--- src/rtl/hello_frame_decoder_pkg.sv ---
`default_nettype none
// ============================================================================
// hello_frame_decoder_pkg: symbol, segment, class and state encodings plus
// the frame classifier shared by the HELLO frame decoder.
// Revision: 1.0
// ============================================================================
package hello_frame_decoder_pkg;

  localparam logic [2:0] SYM_H     = 3'd0;
  localparam logic [2:0] SYM_E     = 3'd1;
  localparam logic [2:0] SYM_L     = 3'd2;
  localparam logic [2:0] SYM_O     = 3'd3;
  localparam logic [2:0] SYM_BLANK = 3'd4;
  localparam logic [2:0] SYM_BAD   = 3'd7;

  localparam logic [6:0] SEG_H   = 7'b0001001;
  localparam logic [6:0] SEG_E   = 7'b0000110;
  localparam logic [6:0] SEG_L   = 7'b1000111;
  localparam logic [6:0] SEG_O   = 7'b1000000;
  localparam logic [6:0] SEG_OFF = 7'b1111111;

  localparam logic [2:0] CLS_BLANK = 3'd5;
  localparam logic [2:0] CLS_BAD   = 3'd7;

  localparam logic [1:0] S_WAIT = 2'd0;
  localparam logic [1:0] S_LOCK = 2'd1;
  localparam logic [1:0] S_ERR  = 2'd2;

  function automatic logic [2:0] word_sym(input int idx);
    case (idx)
      0:       return SYM_H;
      1:       return SYM_E;
      2, 3:    return SYM_L;
      default: return SYM_O;
    endcase
  endfunction

  // syms[14:12] is the leftmost digit; rotation r starts the word at letter r.
  function automatic logic [2:0] frame_class(input logic [14:0] syms);
    logic [2:0] cls;
    logic       hit;
    cls = CLS_BAD;
    if (syms == {5{SYM_BLANK}}) cls = CLS_BLANK;
    for (int r = 0; r < 5; r++) begin
      hit = 1'b1;
      for (int i = 0; i < 5; i++) begin
        if (syms[(4-i)*3 +: 3] != word_sym((i + r) % 5)) hit = 1'b0;
      end
      if (hit) cls = 3'(r);
    end
    return cls;
  endfunction

endpackage
`default_nettype wire

--- src/rtl/hello_frame_decoder_char.sv ---
`default_nettype none
// ============================================================================
// seg7_char_decoder: maps one active-low 7-segment code to a symbol code.
// Revision: 1.0
// ============================================================================
module seg7_char_decoder
  import hello_frame_decoder_pkg::*;
(
  input  logic [6:0] seg_i,
  output logic [2:0] sym_o
);

  always_comb begin
    case (seg_i)
      SEG_H:   sym_o = SYM_H;
      SEG_E:   sym_o = SYM_E;
      SEG_L:   sym_o = SYM_L;
      SEG_O:   sym_o = SYM_O;
      SEG_OFF: sym_o = SYM_BLANK;
      default: sym_o = SYM_BAD;
    endcase
  end

endmodule
`default_nettype wire

--- src/rtl/hello_frame_decoder.sv ---
`default_nettype none
// ============================================================================
// hello_frame_decoder: recovers the HELLO rotation shown on HEX4..HEX0,
// debounces frame changes, flags illegal frames and counts forward steps.
// Revision: 1.0
// ============================================================================
module hello_frame_decoder
  import hello_frame_decoder_pkg::*;
#(
  parameter int STABLE_CYCLES = 16,
  parameter int CNT_W         = 8
) (
  input  logic             CLOCK_50,
  input  logic             RST_N,
  input  logic [6:0]       HEX4,
  input  logic [6:0]       HEX3,
  input  logic [6:0]       HEX2,
  input  logic [6:0]       HEX1,
  input  logic [6:0]       HEX0,
  output logic [2:0]       ROT,
  output logic             ROT_VALID,
  output logic             ERR,
  output logic             CHANGE,
  output logic             STEP_FWD,
  output logic [CNT_W-1:0] STEP_CNT
);

  localparam logic [CNT_W-1:0] STABLE_LIM = CNT_W'(STABLE_CYCLES);

  logic [34:0]      hex_q;
  logic [14:0]      syms;
  logic [2:0]       cls;
  logic [2:0]       cand_q, cand_d;
  logic [CNT_W-1:0] count_q, count_d;
  logic             accept, legal;
  logic [1:0]       state_q, state_d;
  logic [2:0]       rot_q, rot_d;
  logic             valid_q, valid_d, err_q, err_d;
  logic             change_q, change_d, step_q, step_d;
  logic [CNT_W-1:0] cnt_q, cnt_d;
  logic [2:0]       rot_next;

  generate
    for (genvar i = 0; i < 5; i++) begin : g_dec
      seg7_char_decoder u_dec (
        .seg_i (hex_q[i*7 +: 7]),
        .sym_o (syms[i*3 +: 3])
      );
    end
  endgenerate

  assign cls   = frame_class(syms);
  assign legal = (cls != CLS_BAD);

  // Accept fires once, on the edge where the count first reaches the limit.
  always_comb begin
    cand_d  = cand_q;
    count_d = count_q;
    if (cls != cand_q) begin
      cand_d  = cls;
      count_d = CNT_W'(1);
    end else if (count_q != STABLE_LIM) begin
      count_d = count_q + 1'b1;
    end
  end

  assign accept = (count_d == STABLE_LIM) && ((cls != cand_q) || (count_q != STABLE_LIM));

  always_ff @(posedge CLOCK_50 or negedge RST_N) begin
    if (!RST_N) begin
      hex_q   <= {5{SEG_OFF}};
      cand_q  <= CLS_BAD;
      count_q <= '0;
    end else begin
      hex_q   <= {HEX4, HEX3, HEX2, HEX1, HEX0};
      cand_q  <= cand_d;
      count_q <= count_d;
    end
  end

  always_ff @(posedge CLOCK_50 or negedge RST_N) begin
    if (!RST_N) begin
      state_q  <= S_WAIT;
      rot_q    <= 3'd0;
      valid_q  <= 1'b0;
      err_q    <= 1'b0;
      change_q <= 1'b0;
      step_q   <= 1'b0;
      cnt_q    <= '0;
    end else begin
      state_q  <= state_d;
      rot_q    <= rot_d;
      valid_q  <= valid_d;
      err_q    <= err_d;
      change_q <= change_d;
      step_q   <= step_d;
      cnt_q    <= cnt_d;
    end
  end

  always_comb begin
    state_d = state_q;
    if (accept) begin
      case (state_q)
        S_WAIT:  state_d = legal ? S_LOCK : S_ERR;
        S_LOCK:  state_d = legal ? S_LOCK : S_ERR;
        S_ERR:   state_d = legal ? S_LOCK : S_ERR;
        default: state_d = S_WAIT;
      endcase
    end
  end

  assign rot_next = (rot_q == 3'd4) ? 3'd0 : rot_q + 3'd1;

  always_comb begin
    rot_d    = rot_q;
    valid_d  = valid_q;
    err_d    = err_q;
    change_d = 1'b0;
    step_d   = 1'b0;
    cnt_d    = cnt_q;
    if (accept) begin
      if (!legal) begin
        err_d   = 1'b1;
        valid_d = 1'b0;
      end else if (state_q != S_LOCK || cls != rot_q) begin
        rot_d    = cls;
        valid_d  = 1'b1;
        change_d = 1'b1;
        // Forward steps only count between two rotations while locked.
        if (state_q == S_LOCK && rot_q < CLS_BLANK && cls < CLS_BLANK && cls == rot_next) begin
          step_d = 1'b1;
          cnt_d  = cnt_q + 1'b1;
        end
      end
    end
  end

  assign ROT       = rot_q;
  assign ROT_VALID = valid_q;
  assign ERR       = err_q;
  assign CHANGE    = change_q;
  assign STEP_FWD  = step_q;
  assign STEP_CNT  = cnt_q;

endmodule
`default_nettype wire

--- config.mk ---
export PLATFORM = sky130hd
export DESIGN_NAME = hello_frame_decoder
export DESIGN_NICKNAME = d
export VERILOG_FILES = /design/src/rtl/hello_frame_decoder_pkg.sv /design/src/rtl/hello_frame_decoder_char.sv /design/src/rtl/hello_frame_decoder.sv
export SDC_FILE = /design/constraint.sdc
export NUM_CORES = 1
export LEC_CHECK = 0
export BUFFER_PORTS_ARGS = -buffer_cell sky130_fd_sc_hd__buf_2
export CAP_MARGIN = 30
export CORE_MARGIN = 1.5
export CORE_UTILIZATION = 60
export CTS_CLUSTER_DIAMETER = 200
export DETAILED_ROUTE_END_ITERATION = 12
export PLACE_DENSITY = 0.84
export SLEW_MARGIN = 20
export SYNTH_ARGS = -nofsm -noshare
export SYNTH_HDL_FRONTEND = slang
export SYNTH_SLANG_ARGS = --single-unit
export TNS_END_PERCENT = 50
--- constraint.sdc ---
create_clock -name CLOCK_50 -period 4.7 [get_ports CLOCK_50]
set_input_delay 0 -clock CLOCK_50 [delete_from_list [all_inputs] [get_ports CLOCK_50]]
set_output_delay 0 -clock CLOCK_50 [all_outputs]
set_load 0.005 [all_outputs]
==> results.py <==
metrics = {
    "logic_synthesis": {
        "synthArstFlopShare_pct": 100,
        "netlist_top_cells_area": "dfstp_2 (29%), dfrtp_1 (18%), nand4_1 (3.7%), nand3_1 (3.5%), nor2_1 (3.4%)",
        "syn_avg_cell_area_sq_um": 10.2,
        "synth-edff-count": 0,
        "synth-seq-cells": 63,
        "yosys.area.top_type": "dfstp_2",
        "ys_dominant_reg_cell": "dfstp_2",
        "synthesis.area_sq_um": 3420,
        "synthDistinctLibCells": 62,
        "ys_seq_area_share_pct": 47.4,
        "syn-num-nets": 378,
        "synth.top_cell.area_share_pct": 29.2,
        "syn_inst": 336,
        "yosysMostFrequentCell": "dfstp_2",
        "netlist_top_cells_count": "dfstp_2 (38), nor2_1 (31), dfrtp_1 (25)",
        "synth_warnings": 0,
    },
    "route": {
        "drt_iter0_drc": 222,
        "wl_um": 8500,
        "drcViolationCount": 0,
        "dr.pass1.iters": 5,
        "viasPerCell": 6.08,
        "vias": 3094,
        "routedWlPerCell_um": 16.7,
        "antenna_left": 0,
    },
    "die": {
        "start_util_pct": 62.2,
        "dieWidth_um": 78.5,
        "die_h_um": 78.5,
        "rows": 27,
        "die-area_sq_um": 6170,
        "ios": 52,
        "core_sq_um": 5510,
    },
    "placed_design": {
        "hpwlAfterDp_um": 5540,
        "placed_cell_area_sq_um": 3760,
        "gp_congestion": 1.04,
        "portBuffers": 51,
    },
    "layout": {
        "final_cell_area_sq_um": 4330,
        "layout.nets": 474,
        "antenna_cells": 0,
        "syn2layout_area_growth_pct": 26.5,
        "layout-drive-gt1-share_pct": 27.9,
    },
    "clock_network": {
        "numCtsBuffers": 9,
        "htree_levels": 3,
        "clk_latency_ns": 0.35,
        "cts_tree": "built",
        "cts.sinks": 63,
        "postCtsSetupRepairBufs": 0,
        "clkSlewWorstSetupHoldPaths_ns": 0.07,
        "clockRootBuffer": "clkbuf_8",
        "clock_path_buffers": 2,
    },
    "sta": {
        "setup_viol": 0,
        "slew_violations": 0,
        "hold_viol": 0,
        "fmax_mhz": 276,
        "skew_ns": 0.0120,
        "min_period_ns": 3.62,
        "max-slew-margin-rel_pct": 49.5,
        "period_share_pct": 77.1,
        "finalSetupTns_ns": 0,
        "rsz0062_at_grt": "false",
        "max_slew.worst_pin.slew_ns": 0.758,
    },
    "worst_setup_path": {
        "cp.required_ns": 4.94,
        "end_kind": "flip-flop",
        "critPathKind": "flip-flop to flip-flop",
        "r2r_start": "hex_q[9]",
        "worst_setup_path_start_kind": "flip-flop",
        "critPathLaunch": "hex_q[9]",
        "crit_fanout": 7,
        "arrival_ns": 3.86,
    },
    "global_route": {
        "grt.overflow.total": 0,
        "grt_pass1_vias": 3037,
        "grt_max_degree": 64,
        "grt_pass1_wl_um": 14200,
        "grtUsageTotal_pct": 30.0,
        "grt_antenna_before_repair": 0,
    },
    "job": {
        "max_cap_viol_count": 0,
    },
    "power": {
        "leakagePower_uw": 0.00179,
        "vdd_drop_max_v": 0.000219,
        "p_per_area_nw_per_um2": 269,
        "power_uw": 1170,
    },
    "status": {
        "status": "finished, final reports clean",
    },
    "worst_hold_path": {
        "hold_start": "HEX3[3]",
        "hold_class": "input port to flip-flop",
    },
}
## sequential cells by signal, indices dropped and copies added, names as in the netlist, 2 cells and up
register,count
cand_q,3
STEP_CNT,8
hex_q,35
ROT,3
state_q,2
count_q,8
## cells in the final DEF (no fill, tap or decap), types with 3 or more instances in the layout
cell / netlist / routed
clkbuf_8: 0 / 10
and4b_1: 4 / 4
dfstp_2: 38 / 38
a21oi_1: 6 / 6
o211ai_1: 3 / 3
nand4_1: 20 / 20
nand3_1: 24 / 24
nor3_1: 10 / 10
dlygate4sd3_1: 0 / 36
nor4b_1: 5 / 5
and4_1: 3 / 3
o21ai_0: 6 / 6
and3_1: 11 / 11
and3b_1: 4 / 4
xor2_1: 10 / 10
o21a_1: 3 / 3
or3_1: 4 / 4
nor3b_1: 7 / 7
nand2_1: 23 / 23
nor4_2: 3 / 3
nor4_1: 12 / 12
or4_1: 6 / 6
inv_1: 10 / 10
ha_1: 5 / 5
xnor2_1: 12 / 12
dfrtp_1: 25 / 25
buf_2: 0 / 51
nor2_1: 31 / 31
## power breakdown
part           switching (uW)  internal, uW  leakage [uW]
logic                    33.7          42.2      0.000952
registers                21.8           571      0.000733
clock network             206           290      0.000109
total                     262           904       0.00179
## what timing repair did
action                     CTS  global route
hold endpoints to repair    60             0
hold buffers                36             0
gates resized for setup      0             0
setup endpoints to repair    0             0
## area by class of cell
cell class | count | area (sq um)
flip-flops and latches | 63 | 1620
inverters | 10 | 37.5
clock inverters | 3 | 40.0
fillers | 357 | 1170
multi-input cells | 259 | 1740
clock buffers | 13 | 170
well taps | 72 | 90.1
repair buffers | 89 | 631
## stage by stage
stage	std cells	utilization, %	worst slack [ns]	hold slack (ns)
after floorplan	336	-	1.55	-0.296
after global placement	457	68.3	1.30	0.104
after detailed placement	457	68.3	1.12	0.106
after CTS	509	78.7	1.11	0.280
after global routing	509	78.7	0.836	0.286
final	509	78.7	1.08	0.288
## cells by family after synthesis
| logic type | after synthesis | share of synthesized area, % |
|---|---|---|
| buffers and inverters | 14 | 1.75 |
| flip-flops | 63 | 47.4 |
| adder cells (fa/ha/maj) | 5 | 1.83 |
| AO/OA/AOI/OAI | 46 | 10.8 |
| multiplexers | 1 | 0.438 |
| XOR/XNOR | 22 | 5.63 |
| AND/OR/NAND/NOR | 185 | 32.1 |
## worst paths after layout
| path | slack, ns | end | cells after the start |
|---|---|---|---|
| min in group asynchronous | 0.35 | STEP_CNT[7] | 3 |
| worst max register to register | 1.08 | STEP_CNT[1] | 9 |
| worst min-delay path | 0.29 | hex_q[24] | 2 |
| worst min register to register | 0.47 | ERR | 1 |
| worst max-delay path | 1.08 | STEP_CNT[1] | 9 |
| max in group asynchronous | 3.86 | count_q[5] | 3 |
## layer usage
| metal | vias to the layer above | track usage, % | part of all wire [%] |
|---|---|---|---|
| li1 | 1466 | - | - |
| met1 | 1482 | 37.6 | 42 |
| met2 | 129 | 49.6 | 49 |
| met3 | 17 | 7.79 | 6.7 |
| met4 | 0 | 12.1 | 1.8 |
| met5 | - | 0 | 0 |
## critical path: stages, from the launching register on
cell and delay [ns]:
dfstp_2 0.57, nand3_1 0.19, nor4_1 0.60, nand4_1 0.17, nor4b_1 0.45, nor4_1 0.13
nor4_2 0.37, nand4_1 0.36, or2_4 0.38, mux2_4 0.30
No activity file was read; power rests on OpenSTA's default activity.
